===== config.mk =====
export PLATFORM = sky130hd
export DESIGN_NAME = miriscv_dbus_axil_bridge
export DESIGN_NICKNAME = d
export VERILOG_FILES = /design/src/rtl/miriscv_dbus_pkg.sv /design/src/rtl/miriscv_dbus_sb.sv /design/src/rtl/miriscv_dbus_axil_bridge.sv
export SDC_FILE = /design/constraint.sdc
export NUM_CORES = 1
export LEC_CHECK = 0
export CORE_ASPECT_RATIO = 1.75
export CORE_UTILIZATION = 50
export CTS_CLUSTER_DIAMETER = 100
export CTS_CLUSTER_SIZE = 28
export DETAILED_ROUTE_END_ITERATION = 12
export PLACE_DENSITY = 0.78
export SETUP_SLACK_MARGIN = 0.02
export SLEW_MARGIN = 0
export SYNTH_ARGS = -nofsm -noshare
export SYNTH_HDL_FRONTEND = slang
export SYNTH_SLANG_ARGS = --single-unit

===== constraint.sdc =====
create_clock -name clk_i -period 3.5 [get_ports clk_i]
set_input_delay 0.35 -clock clk_i [delete_from_list [all_inputs] [get_ports clk_i]]
set_output_delay 0.35 -clock clk_i [all_outputs]
set_load 0.02 [all_outputs]

===== src/rtl/miriscv_dbus_pkg.sv =====
// -----------------------------------------------------------------------------
// miriscv_dbus_pkg
// Shared types and constants for the MIRISCV data-bus AXI4-Lite bridge:
//   - state_t     : bridge FSM state encoding
//   - AXI_RESP_OKAY : the only response treated as success
//   - sb_entry_t  : one store-buffer entry (word-aligned address, strobes, data)
// -----------------------------------------------------------------------------
package miriscv_dbus_pkg;

  typedef enum logic [2:0] {
    S_IDLE  = 3'd0,
    S_WADDR = 3'd1,  // AW and/or W still waiting for their handshake
    S_WRESP = 3'd2,
    S_RADDR = 3'd3,
    S_RDATA = 3'd4
  } state_t;

  localparam logic [1:0] AXI_RESP_OKAY = 2'b00;

  typedef struct packed {
    logic [31:0] addr;   // always word aligned, bits [1:0] are zero
    logic [3:0]  be;
    logic [31:0] wdata;
  } sb_entry_t;

endpackage


===== src/rtl/miriscv_dbus_sb.sv =====
// -----------------------------------------------------------------------------
// miriscv_dbus_sb
// Synchronous FIFO used as the store buffer of the data-bus bridge.
// Ports:
//   clk_i, rst_n     : clock, synchronous active-low reset
//   push_i, entry_i  : write one entry (ignored while full)
//   pop_i            : drop the head entry (ignored while empty)
//   head_o           : current head entry, valid while !empty_o
//   full_o, empty_o  : status flags
//   count_o          : number of stored entries, 0..DEPTH
// A push and a pop in the same cycle leave the count unchanged.
// -----------------------------------------------------------------------------
module miriscv_dbus_sb
  import miriscv_dbus_pkg::*;
#(
  parameter  int DEPTH = 2,
  localparam int PTR_W = $clog2(DEPTH),
  localparam int CNT_W = PTR_W + 1
) (
  input  logic             clk_i,
  input  logic             rst_n,
  input  logic             push_i,
  input  sb_entry_t        entry_i,
  input  logic             pop_i,
  output sb_entry_t        head_o,
  output logic             full_o,
  output logic             empty_o,
  output logic [CNT_W-1:0] count_o
);

  sb_entry_t        mem_q [DEPTH];
  logic [PTR_W-1:0] wr_ptr_q;
  logic [PTR_W-1:0] rd_ptr_q;
  logic [CNT_W-1:0] count_q;
  logic [CNT_W-1:0] count_d;
  logic             do_push;
  logic             do_pop;

  assign full_o  = (count_q == CNT_W'(DEPTH));
  assign empty_o = (count_q == '0);
  assign count_o = count_q;
  assign head_o  = mem_q[rd_ptr_q];

  assign do_push = push_i & ~full_o;
  assign do_pop  = pop_i & ~empty_o;

  always_comb begin
    count_d = count_q;
    if (do_push && !do_pop) begin
      count_d = count_q + CNT_W'(1);
    end else if (do_pop && !do_push) begin
      count_d = count_q - CNT_W'(1);
    end
  end

  // Storage has no reset so it can map onto plain memory; the pointers and
  // count alone define which entries are live.
  always_ff @(posedge clk_i) begin
    if (do_push) begin
      mem_q[wr_ptr_q] <= entry_i;
    end
  end

  // DEPTH is a power of two, so pointers wrap naturally.
  always_ff @(posedge clk_i) begin
    if (!rst_n) begin
      wr_ptr_q <= '0;
      rd_ptr_q <= '0;
      count_q  <= '0;
    end else begin
      if (do_push) wr_ptr_q <= wr_ptr_q + PTR_W'(1);
      if (do_pop)  rd_ptr_q <= rd_ptr_q + PTR_W'(1);
      count_q <= count_d;
    end
  end

endmodule


===== src/rtl/miriscv_dbus_axil_bridge.sv =====
// -----------------------------------------------------------------------------
// miriscv_dbus_axil_bridge
// Bridges the MIRISCV LSU data port onto an AXI4-Lite master.
// Stores are posted into a small store buffer; loads block the LSU until the
// read data returns. Only one AXI transaction is outstanding at any time and
// buffered stores always drain before a load is issued, so loads always see
// older stores.
// Ports:
//   clk_i, rst_n        : clock, synchronous active-low reset
//   data_req_i/we_i/be_i/addr_i/wdata_i : LSU request
//   data_rvalid_o, data_rdata_o         : load response (raw 32-bit word)
//   dbus_stall_o        : store buffer full, core must stall
//   bus_err_o           : one-cycle pulse on error response or dropped store
//   axi_aw*/axi_w*/axi_b*/axi_ar*/axi_r* : AXI4-Lite master channels
// -----------------------------------------------------------------------------
module miriscv_dbus_axil_bridge
  import miriscv_dbus_pkg::*;
#(
  parameter int SB_DEPTH = 2
) (
  input  logic        clk_i,
  input  logic        rst_n,
  // LSU side
  input  logic        data_req_i,
  input  logic        data_we_i,
  input  logic [3:0]  data_be_i,
  input  logic [31:0] data_addr_i,
  input  logic [31:0] data_wdata_i,
  output logic        data_rvalid_o,
  output logic [31:0] data_rdata_o,
  output logic        dbus_stall_o,
  output logic        bus_err_o,
  // AXI4-Lite write address
  output logic        axi_awvalid_o,
  input  logic        axi_awready_i,
  output logic [31:0] axi_awaddr_o,
  output logic [2:0]  axi_awprot_o,
  // AXI4-Lite write data
  output logic        axi_wvalid_o,
  input  logic        axi_wready_i,
  output logic [31:0] axi_wdata_o,
  output logic [3:0]  axi_wstrb_o,
  // AXI4-Lite write response
  input  logic        axi_bvalid_i,
  output logic        axi_bready_o,
  input  logic [1:0]  axi_bresp_i,
  // AXI4-Lite read address
  output logic        axi_arvalid_o,
  input  logic        axi_arready_i,
  output logic [31:0] axi_araddr_o,
  output logic [2:0]  axi_arprot_o,
  // AXI4-Lite read data
  input  logic        axi_rvalid_i,
  output logic        axi_rready_o,
  input  logic [31:0] axi_rdata_i,
  input  logic [1:0]  axi_rresp_i
);

  localparam int CNT_W = $clog2(SB_DEPTH) + 1;

  state_t      state_q;
  logic        awvalid_q;
  logic        wvalid_q;
  logic        arvalid_q;
  logic [31:0] awaddr_q;
  logic [31:0] wdata_q;
  logic [3:0]  wstrb_q;
  logic [31:0] araddr_q;
  logic        load_pending_q;
  logic [31:0] load_addr_q;
  logic        data_rvalid_q;
  logic [31:0] data_rdata_q;
  logic        bus_err_q;

  sb_entry_t        new_entry;
  sb_entry_t        sb_head;
  sb_entry_t        launch_entry;
  logic             sb_full;
  logic             sb_empty;
  logic [CNT_W-1:0] sb_count;

  logic        idle;
  logic        store_req;
  logic        store_acc;
  logic        store_drop;
  logic        load_acc;
  logic        bypass;
  logic        sb_push;
  logic        sb_pop;
  logic        load_go;
  logic [31:0] load_addr;
  logic        aw_done;
  logic        w_done;
  logic        unused_addr_lsb;

  // Byte offset is carried by the strobes; the bus only sees word addresses.
  assign unused_addr_lsb = ^data_addr_i[1:0];

  assign new_entry.addr  = {data_addr_i[31:2], 2'b00};
  assign new_entry.be    = data_be_i;
  assign new_entry.wdata = data_wdata_i;

  assign idle       = (state_q == S_IDLE);
  assign store_req  = data_req_i & data_we_i;
  assign store_acc  = store_req & ~sb_full;
  assign store_drop = store_req & sb_full;

  // The LSU keeps its load request up through the rvalid cycle, so both the
  // pending flag and the response pulse block a fresh acceptance.
  assign load_acc = data_req_i & ~data_we_i & ~load_pending_q & ~data_rvalid_q;

  // With an idle bus and an empty buffer an incoming store goes straight to
  // AW/W instead of taking a trip through the FIFO; this gives the
  // one-cycle push-to-handshake cost.
  assign bypass  = idle & sb_empty & store_acc;
  assign sb_push = store_acc & ~bypass;
  assign sb_pop  = idle & ~sb_empty;
  assign launch_entry = sb_empty ? new_entry : sb_head;

  // A load may only start when nothing older is buffered, in flight, or
  // arriving this very cycle. A load accepted this cycle is launched at once.
  assign load_go   = idle & sb_empty & ~store_acc & (load_pending_q | load_acc);
  assign load_addr = load_pending_q ? load_addr_q : {data_addr_i[31:2], 2'b00};

  assign aw_done = ~awvalid_q | axi_awready_i;
  assign w_done  = ~wvalid_q | axi_wready_i;

  miriscv_dbus_sb #(
    .DEPTH (SB_DEPTH)
  ) u_sb (
    .clk_i   (clk_i),
    .rst_n   (rst_n),
    .push_i  (sb_push),
    .entry_i (new_entry),
    .pop_i   (sb_pop),
    .head_o  (sb_head),
    .full_o  (sb_full),
    .empty_o (sb_empty),
    .count_o (sb_count)
  );

  always_ff @(posedge clk_i) begin
    if (!rst_n) begin
      state_q        <= S_IDLE;
      awvalid_q      <= 1'b0;
      wvalid_q       <= 1'b0;
      arvalid_q      <= 1'b0;
      awaddr_q       <= '0;
      wdata_q        <= '0;
      wstrb_q        <= '0;
      araddr_q       <= '0;
      load_pending_q <= 1'b0;
      load_addr_q    <= '0;
      data_rvalid_q  <= 1'b0;
      data_rdata_q   <= '0;
      bus_err_q      <= 1'b0;
    end else begin
      data_rvalid_q <= 1'b0;
      bus_err_q     <= store_drop;

      if (load_acc) begin
        load_pending_q <= 1'b1;
        load_addr_q    <= {data_addr_i[31:2], 2'b00};
      end

      case (state_q)
        S_IDLE: begin
          if (bypass || sb_pop) begin
            awvalid_q <= 1'b1;
            wvalid_q  <= 1'b1;
            awaddr_q  <= launch_entry.addr;
            wdata_q   <= launch_entry.wdata;
            wstrb_q   <= launch_entry.be;
            state_q   <= S_WADDR;
          end else if (load_go) begin
            arvalid_q <= 1'b1;
            araddr_q  <= load_addr;
            state_q   <= S_RADDR;
          end
        end

        S_WADDR: begin
          if (axi_awready_i) awvalid_q <= 1'b0;
          if (axi_wready_i)  wvalid_q  <= 1'b0;
          if (aw_done && w_done) begin
            state_q <= S_WRESP;
          end
        end

        S_WRESP: begin
          if (axi_bvalid_i) begin
            state_q <= S_IDLE;
            if (axi_bresp_i != AXI_RESP_OKAY) bus_err_q <= 1'b1;
          end
        end

        S_RADDR: begin
          if (axi_arready_i) begin
            arvalid_q <= 1'b0;
            state_q   <= S_RDATA;
          end
        end

        S_RDATA: begin
          if (axi_rvalid_i) begin
            data_rdata_q   <= axi_rdata_i;
            data_rvalid_q  <= 1'b1;
            load_pending_q <= 1'b0;
            state_q        <= S_IDLE;
            if (axi_rresp_i != AXI_RESP_OKAY) bus_err_q <= 1'b1;
          end
        end

        default: state_q <= S_IDLE;
      endcase
    end
  end

  assign dbus_stall_o  = (sb_count == CNT_W'(SB_DEPTH));
  assign bus_err_o     = bus_err_q;
  assign data_rvalid_o = data_rvalid_q;
  assign data_rdata_o  = data_rdata_q;

  assign axi_awvalid_o = awvalid_q;
  assign axi_awaddr_o  = awaddr_q;
  assign axi_awprot_o  = 3'b000;
  assign axi_wvalid_o  = wvalid_q;
  assign axi_wdata_o   = wdata_q;
  assign axi_wstrb_o   = wstrb_q;
  assign axi_bready_o  = (state_q == S_WRESP);
  assign axi_arvalid_o = arvalid_q;
  assign axi_araddr_o  = araddr_q;
  assign axi_arprot_o  = 3'b000;
  assign axi_rready_o  = (state_q == S_RDATA);

endmodule

# Yosys cells after proc, flatten, opt, wreduce, memory -nomap -nowiden
# Memory sizes are Yosys's and may differ from the RTL's. A register that Yosys moved wholly into a read port is not among the register bits.
# Index checks and enable logic that the tools add are counted.
dict set report totals {
  ff_bits 175
  ramBits 132
  input_bits 113
  output_inout_bits 146
  word_cells 117
  n_memories 1
}
dict set report op_classes {
  n_addsub 4
  n_eq_ne 15
  n_mux 33
  bitwise 27
  reduce_logical 21
}
# memory depth width read_ports rd_clocked_by_memory_dff wr line_no
set mem_list {}
lappend mem_list {u_sb.mem_q 2 66 1 1 1 miriscv_dbus_sb.sv:31} ;# sb_entry_t mem_q [DEPTH];
# cell n
set ops {}
lappend ops {{$mux 68} 1}
lappend ops {{$mux 32} 1}
lappend ops {{$mux 1} 18}
lappend ops {{$mux 3} 6}
lappend ops {{$pmux 3 s5} 1}
lappend ops {{$and 1x1->1} 14}
lappend ops {{$ne 2x2->1 const B} 7}
lappend ops {{$not 1->1} 10}
lappend ops {{$reduce_bool 2->1} 5}
lappend ops {{$reduce_and 3->1} 3}
lappend ops {{$pmux 1 s2} 4}
lappend ops {{$eq 3x2->1 const B} 2}
lappend ops {{$reduce_and 2->1} 3}
lappend ops {{$reduce_and 5->1} 1}
lappend ops {{$mux 2} 2}
lappend ops {{$ne 2x1->1 const B} 2}
lappend ops {{$reduce_and 4->1} 1}
lappend ops {{$eq 3x1->1 const B} 1}
lappend ops {{$eq 3x3->1 const B} 1}
lappend ops {{$logic_and 1x1->1} 3}
lappend ops {{$logic_not 3->1} 1}
lappend ops {{$ne 3x1->1 const B} 1}
lappend ops {{$or 1x1->1} 3}
lappend ops {{$add 1x1->1 const B} 2}
lappend ops {{other kinds (6)} 7}

# Longest topological paths before layout
# Gate-level depths: netlist of the first run.
dict set report depth {
  depth_word 11
  ltp_mapped 9
  ltp_nobuf 6
}

# By module
# A second synthesis of the first run with hierarchy kept.
dict set report hier_totals {
  hier_cells 1020
  hier_area_um2 12323.1
}
# mod n_inst cells_each area_each_um2 seq_area_each_um2
set by_module_without_submodules {}
lappend by_module_without_submodules {miriscv_dbus_axil_bridge 1 783 7105.6 3383.2}
lappend by_module_without_submodules {miriscv_dbus_sb 1 237 5217.5 4184.0}

# Worst setup path before layout of the first run
# Ideal clock, no wire load.
dict set report synth_path {
  kind {reg2reg}
  from {register u_sb.count_q[0] (netlist: u_sb.count_o[0])}
  to {memory u_sb.mem_q[1][0] (netlist name) (enable)}
  setup_ns 0.431
  arrival_time_ns 2.358
  required_ns 3.069
  path_slack_ns 0.711
  stages_incl_launch_ff 4
  n_path_buf 0
  synth_period_minus_slack_ns 2.789
  cell_sequence {dfxtp_1 > nor2b_1 > nor3_1 > and2_1}
}
dict set report synth_via {
  elab_chain_cells 9
  elab_cells_between_ends 11
  classes_between {1 x eq/ne; 2 x mux; 7 x bitwise; 1 x reduce/logical}
}
# element line_no
set synth_rtl {}
lappend synth_rtl {{start: declaration} miriscv_dbus_sb.sv:34} ;# logic [CNT_W-1:0] count_q;
lappend synth_rtl {{start signal: assignment} miriscv_dbus_sb.sv:73} ;# count_q <= count_d;
lappend synth_rtl {{$eq 2x2->1 *} n/a}
lappend synth_rtl {{net dbus_stall_o} miriscv_dbus_axil_bridge.sv:31} ;# output logic dbus_stall_o,
lappend synth_rtl {{$not 1->1 *} {miriscv_dbus_sb.sv:44, miriscv_dbus_axil_bridge.sv:105}}
lappend synth_rtl {{$and 1x1->1} miriscv_dbus_axil_bridge.sv:105} ;# assign store_acc = store_req & ~sb_full;
lappend synth_rtl {{$and 1x1->1} miriscv_dbus_axil_bridge.sv:115} ;# assign bypass = idle & sb_empty & store_acc;
lappend synth_rtl {{$not 1->1} miriscv_dbus_axil_bridge.sv:116} ;# assign sb_push = store_acc & ~bypass;
lappend synth_rtl {{$and 1x1->1} miriscv_dbus_axil_bridge.sv:116}
lappend synth_rtl {{$and 1x1->1 *} miriscv_dbus_sb.sv:44} ;# assign do_push = push_i & ~full_o;
lappend synth_rtl {{net u_sb.do_push} miriscv_dbus_sb.sv:36} ;# logic do_push;
lappend synth_rtl {{$mux 1 *} miriscv_dbus_sb.sv:59} ;# if (do_push) begin
lappend synth_rtl {{$mux 1 (not written as such) *} miriscv_dbus_sb.sv:60} ;# mem_q[wr_ptr_q] <= entry_i;
lappend synth_rtl {{end: declaration} miriscv_dbus_sb.sv:31}
# Mark *: on every way through the listed nets, which the timed path passes. The rest lies on a longest branch.

# Final worst setup path of the first run
dict set report layout_path {
  from {register u_sb.count_q[1] (netlist: u_sb.count_o[1])}
  to {output dbus_stall_o}
}
dict set report layout_via {
  elab_chain_cells 1
}
# element line_no
set layout_rtl {}
lappend layout_rtl {{$eq 2x2->1} miriscv_dbus_axil_bridge.sv:219} ;# assign dbus_stall_o = (sb_count == CNT_W'(SB_DEPTH));
lappend layout_rtl {{end: declaration} miriscv_dbus_axil_bridge.sv:31}
# No other way between the ends.

==> run metrics, run 1 <==
status finished, final reports clean; Die Area 0.02484 mm^2; GRT Overall Usage 23.24%; Final Net Count 1353; Post-Syn Instances 1035; Port Buffer Count around 250; max-cap viol count 0; Post-synth EDFFs 132; DRT met1 WL 11070 um; Layout fillers 1920; leakage 5.280 nW; final hold violation count 0; CP top delay family buffers and inverters; min cycle time layout between 2000 and 2500 ps; nature of the critical path endpoint output pin; Seq/Total Area, Yosys 61.25%; worst reg-to-reg setup slack 1150 ps; final worst slack around 1100 ps; Max Buffers Root-to-Sink 3; Largest stage delay, worst path 760 ps; DRC 0; worst slew pin tran 889.1 ps; Post-synth ARST share 0%; Setup Viol. Count Final 0; first-pass GRT wire length ~46000 um; Final Util between 60% and 70%; Slowest-stage cell, CP clkdlybuf4s50_1; clock skew 13.74 ps; final wirelength 29070 um; HP Class in -> reg; Seq cells post-synth 304; Tcrit/Tclk final 69.13%; Slew headroom 40.73%; Cell variety after synth 47; Core Area roughly 0.024 mm^2; synth-to-layout area growth 25.23%; starting density of the core 50.73%; DRT antenna net count 0; startpoint types register; worst slack at placement 739.7 ps; cells along the critical path nor2b_1 -> clkdlybuf4s50_1; CP required 3150 ps; vias in the first global route roughly 8800; Die Width 119.6 um; H-tree depth 1; initial antenna violation count 3; met3 wire len between 1500 and 2000 um; Num Clock Sinks 304; Worst Path Buf+Inv 1; most frequent cells in the layout nand2_1, clkdlybuf4s50_1, dfxtp_1, edfxtp_1; power density over the cells 691.8 mW/mm^2; Congestion Overflow GR 0; GP Congestion around 0.77; Mapped Area approximately 0.012 mm^2; layout cells sized above 1 11.63%; hold slack 331.6 ps; most common cell after layout, fill and taps aside nand2_1; CTS tree built; Post-Syn Area per Cell between 10 and 15 um^2; detailed-route via count roughly 8400; vias per cell 5.418; Ys Warns 0; DPL Wire Length 18280 um; Final Power 10.48 mW; Data arrival, critical path 2070 ps; # resized after CTS 0; Post-CTS Repair Setup Buffers 0; max layer used met4; setup TNS 0 ps; Row Count 75; met2 WL 15310 um; CP max FO 5; Crit Path Class reg -> out; Worst-Skew Late Latency 490 ps; largest net degree at the start of global routing 67; ys flop type dfxtp_1; Num CTS Buffers 14; Die Ht 207.7 um; max-slew violations 0; unrepaired setup endpoints after global routing false; fmax 0.4133 GHz; DR WL/cell 18.66 um; IO Pins 259; CTS root buffer clkbuf_16; First DRT Iteration DRCs 450; drt first pass iters 4; Clock Pin Slew Worst Setup and Hold Paths 110 ps; Max IR drop VDD 468.2 uV; hold_buf cts 0
==> report_power, final <==
part           leakage, nW  switching [mW]  internal, mW  total [mW]
Sequential            2.60           0.431          4.27        4.70
Combinational         2.47            2.05          1.82        3.86
Clock                0.207            1.06         0.855        1.91
Total                 5.28            3.53          6.94        10.5
==> state kept, by name, indices dropped and copies added, names as in the netlist, 2 cells and up, named ones only <==
name and count:
u_sb.mem_q 132, axi_wdata_o 32, data_rdata_o 32, axi_araddr_o 30
axi_awaddr_o 30, load_addr_q 30, axi_wstrb_o 4, state_q 3
u_sb.count_o 2
==> synth_stat cells (2+ instances only) <==
library cell | instances | area share [%]
or3_1 | 2 | 0.10
dfxtp_1 | 172 | 28
nor2_1 | 7 | 0.22
o21ai_0 | 3 | 0.12
nor2b_1 | 4 | 0.21
inv_1 | 6 | 0.19
buf_4 | 18 | 1.1
xor2_1 | 2 | 0.14
nor3b_1 | 2 | 0.12
nand2b_1 | 4 | 0.21
edfxtp_1 | 132 | 33
o31ai_1 | 2 | 0.12
nand2_1 | 254 | 7.9
mux2_2 | 96 | 8.9
and2_1 | 2 | 0.10
o21a_1 | 4 | 0.25
o2111ai_1 | 3 | 0.22
a21oi_1 | 67 | 2.8
buf_6 | 7 | 0.65
a31oi_1 | 2 | 0.10
buf_2 | 32 | 1.3
or4_1 | 2 | 0.12
mux2i_1 | 96 | 7.9
clkbuf_1 | 28 | 0.87
o22ai_1 | 66 | 3.4
==> logic make-up after synthesis <==
| logic type | share of synthesized area [%] |
|---|---|
| adders and majority gates | 0.1034 |
| muxes | 16.89 |
| DFF | 61.25 |
| AOI/OAI and AO/OA | 7.543 |
| buffers and inverters | 4.180 |
| and+or+nand+nor | 9.860 |
| other | 0.03101 |
| xor gates and xnor gates | 0.1449 |
==> layout make-up <==
type                    count  area, um^2  area share, %
inverters                   7       26.28         0.1735
diodes                      3       7.507        0.04957
flip-flops and latches    304        7412          48.95
repair buffers            264        2620          17.30
clock buffers              24       430.4          2.842
well taps                 308       385.4          2.545
multi-input cells         648        4262          28.14
==> metrics by stage <==
stage	cell area, um^2	cells
after floorplan	12130	1044
after global placement	14710	1531
after detailed placement	14710	1531
after CTS	15140	1555
after global routing	15140	1558
final	15140	1558
==> worst min-delay path, stage by stage <==
cell and delay [ps]:
buf_4 260, nand2_1 110, mux2i_1 50
==> worst paths after layout <==
path / startpoint / endpoint / depth (start not counted)
max: u_sb.count_o[1]$_SDFFE_PN0P_ / dbus_stall_o / 2
min: rst_n / axi_araddr_o[14]$_SDFFE_PN0P_ / 3
max reg2reg: u_sb.count_o[0]$_SDFFE_PN0P_ / axi_wdata_o[19]$_SDFFE_PN0P_ / 4
min reg2reg: load_addr_q[17]$_SDFFE_PN0P_ / load_addr_q[17]$_SDFFE_PN0P_ / 2
==> metal layers <==
metal / vias up / global-route usage, %
met5: - / 0
met4: 0 / 9.569
met3: 46 / 4.231
met2: 259 / 43.13
met1: 4098 / 25.52
li1: 4039 / -
No activity file was read; power rests on OpenSTA's default activity.
==> run 2, diff against run 1 <==
--- a/config.mk
+++ b/config.mk
@@ -6,11 +6,11 @@
 export NUM_CORES = 1
 export LEC_CHECK = 0
 export CORE_ASPECT_RATIO = 1.75
-export CORE_UTILIZATION = 50
+export CORE_UTILIZATION = 46
 export CTS_CLUSTER_DIAMETER = 100
 export CTS_CLUSTER_SIZE = 28
 export DETAILED_ROUTE_END_ITERATION = 12
-export PLACE_DENSITY = 0.78
+export PLACE_DENSITY = 0.75
 export SETUP_SLACK_MARGIN = 0.02
 export SLEW_MARGIN = 0
 export SYNTH_ARGS = -nofsm -noshare
==> constraint.sdc (replaced) <==
create_clock -name clk_i -period 2.1 [get_ports clk_i]
set_input_delay 0.21 -clock clk_i [delete_from_list [all_inputs] [get_ports clk_i]]
set_output_delay 0.21 -clock clk_i [all_outputs]
set_load 0.02 [all_outputs]
==> run 2 against run 1 <==
Non-clock buffer count up 17. Clock skew up 2.4 ps. Hold slack worse by 130 ps. Clock power up 67%. Final area up 2.4%. Clock-buffer cell count unchanged. Power up 71%. Sequential cell count unchanged. Global-route usage down 2.4 points. Routed wire length down 1.4%. Sequential share of layout area down 1.1 points.
==> run metrics, run 2 (synthesis gave the netlist of run 1 again) <==
CTS tree built; Final Power 17.91 mW (+71%); worst slack at placement -22.01 ps (-761.7 ps); max-slew violations 0 (unchanged); min cycle time layout 1978 ps; initial antenna violation count 2 (-1); hold_buf cts 0 (unchanged); min-delay src rst_n; max-cap viol count 0 (unchanged); synth-to-layout area growth 28.25%; CTS root buffer clkbuf_16; final worst slack 122.2 ps (-958.3 ps); Core Area 0.02586 mm^2 (+8.5%); Reg with most FFs u_sb.mem_q; first-pass GRT wire length 44950 um (-1.3%); clock skew 16.16 ps (+2.422 ps); drt first pass iters 5 (+1); DR WL/cell 18.05 um (-3.2%); Data arrival, critical path 1770 ps (-300 ps); setup TNS 0 ps (unchanged); Setup Viol. Count Final 0 (unchanged); Worst-Skew Late Latency 490 ps (about the same); Port Buffer Count 246 (unchanged); Tcrit/Tclk final between 90% and 100%; vias in the first global route 8476 (-3.6%); detailed-route via count 8440 (-0.024%); worst hold stages 3 (unchanged); CP required 1890 ps (-1260 ps); IO Pins 259 (unchanged); DRC 0 (unchanged); Clock Pin Slew Worst Setup and Hold Paths 100 ps (about the same); status finished, final reports clean; DRT antenna net count 0 (unchanged); Worst R2R Start state_q[2]$_SDFFE_PN0P_; HP Class in -> reg; Congestion Overflow GR 0 (unchanged); hold path endpoint load_addr_q[31]$_SDFFE_PN0P_; starting density of the core 46.76% (-4.0 points); Slew headroom 62.96% (+22 points); unrepaired setup endpoints after global routing false; fmax ~0.5 GHz; total placed instance area 0.01507 mm^2 (+2.5%); fin cells 1587 (+1.9%); vias per cell 5.318 (-1.9%); most common cell after layout, fill and taps aside nand2_1; Max IR drop VDD 758.3 uV (+62%); Die Ht 216.5 um (+4.2%); worst setup path startpoint state_q[0]$_SDFFE_PN0P_; First DRT Iteration DRCs 440 (-2.2%); Crit Path Class reg -> out; leakage 5.442 nW (+3.1%); worst slew pin tran 553.6 ps (-335.5 ps); nature of the critical path endpoint output pin; final hold violation count 0 (unchanged); placed cells 1560 (+1.9%); layout cells sized above 1 13.13% (+1.5 points); largest net degree at the start of global routing 91 (+36%); startpoint types register; Row Count 78 (+4.0%); Final Net Count 1370 (+1.3%); DPL Wire Length 19170 um (+4.9%); worst reg2reg path depth 4 (unchanged); H-tree depth 1 (unchanged); GRT Overall Usage 20.87% (-2.4 points); Num Clock Sinks 304 (unchanged); worst reg-to-reg setup slack 270 ps (-880 ps); GP Congestion 0.7823 (+1.2%); most frequent cells in the layout nand2_1, clkdlybuf4s50_1, dfxtp_1, edfxtp_1; Num CTS Buffers 14 (unchanged); Die Area 0.02697 mm^2 (+8.6%); Reg-to-Reg End u_sb.mem_q[0][34]$_DFFE_PP_; cell area after layout 0.01551 mm^2 (+2.4%); power density over the cells 1155 mW/mm^2 (+67%); Max Buffers Root-to-Sink 3 (unchanged); Die Width 124.6 um (+4.2%); CP max FO 11 (+6); number of flip-flops under the largest register name 132 (unchanged); final wirelength 28650 um (-1.4%)
==> run 2: critical path, cell delays in order (launching register included) <==
cell and delay (ps):
dfxtp_1 420, buf_4 210, nor3b_1 280, dlygate4sd1_1 380
==> run 2: where the power goes <==
group,leakage (nW),internal [mW],total (mW),switching (mW)
clock,0.207,1.43,3.19,1.76
combinational,2.63,3.42,7.01,3.58
sequential,2.60,7.12,7.72,0.597
==> run 2: area by class of cell <==
class | instances | area (um^2)
fillers | 2106 | 10350
flip-flops and latches | 304 | 7413
multi-input cells | 648 | 4283
repair buffers | 281 | 2944
clock buffers | 24 | 430.4
well taps | 320 | 400.4
inverters | 7 | 30.03
diodes | 3 | 7.507
==> run 2: routing by layer <==
metal | track usage [%] | up-vias | routed length [um]
met4 | 7.550 | 0 | 735
li1 | - | 4084 | -
met2 | 38.55 | 260 | 14980
met3 | 4.221 | 41 | 1921
met5 | 0 | - | 0
met1 | 23.45 | 4055 | 11010
==> run 2: worst max-delay path by stage <==
stage                                        to  slack, ps  cells after the start
floorplan            u_sb.mem_q[0][0]$_DFFE_PP_       -120                      4
global placement    u_sb.mem_q[0][12]$_DFFE_PP_         -1                      5
detailed placement  u_sb.mem_q[0][12]$_DFFE_PP_        -20                      5
global route                       axi_rready_o         20                      3
finish                             axi_rready_o        120                      3
CTS                                axi_rready_o         70                      3
==> run 2: timing repair <==
action,4_1_cts,5_1_grt
resized for setup,4,2
endpoints found under the hold margin,0,0
setup endpoints to repair,3,1
buffers inserted,0,0
==> run 2: through the flow <==
step | hold slack [ps] | util, %
finish | 205.5 | 59.97
global route | 215.3 | 59.96
CTS | 195.3 | 59.94
detailed placement | 445.1 | 58.28
global placement | 437.5 | 58.28
floorplan | 308.9 | -
==> run 3, diff against run 2 <==
--- a/config.mk
+++ b/config.mk
@@ -12,7 +12,7 @@
 export DETAILED_ROUTE_END_ITERATION = 12
 export PLACE_DENSITY = 0.75
 export SETUP_SLACK_MARGIN = 0.02
-export SLEW_MARGIN = 0
+export SLEW_MARGIN = 20
 export SYNTH_ARGS = -nofsm -noshare
 export SYNTH_HDL_FRONTEND = slang
 export SYNTH_SLANG_ARGS = --single-unit
==> results of run 3 <==
Final layout, timing and power as in run 2 (identical DEF).
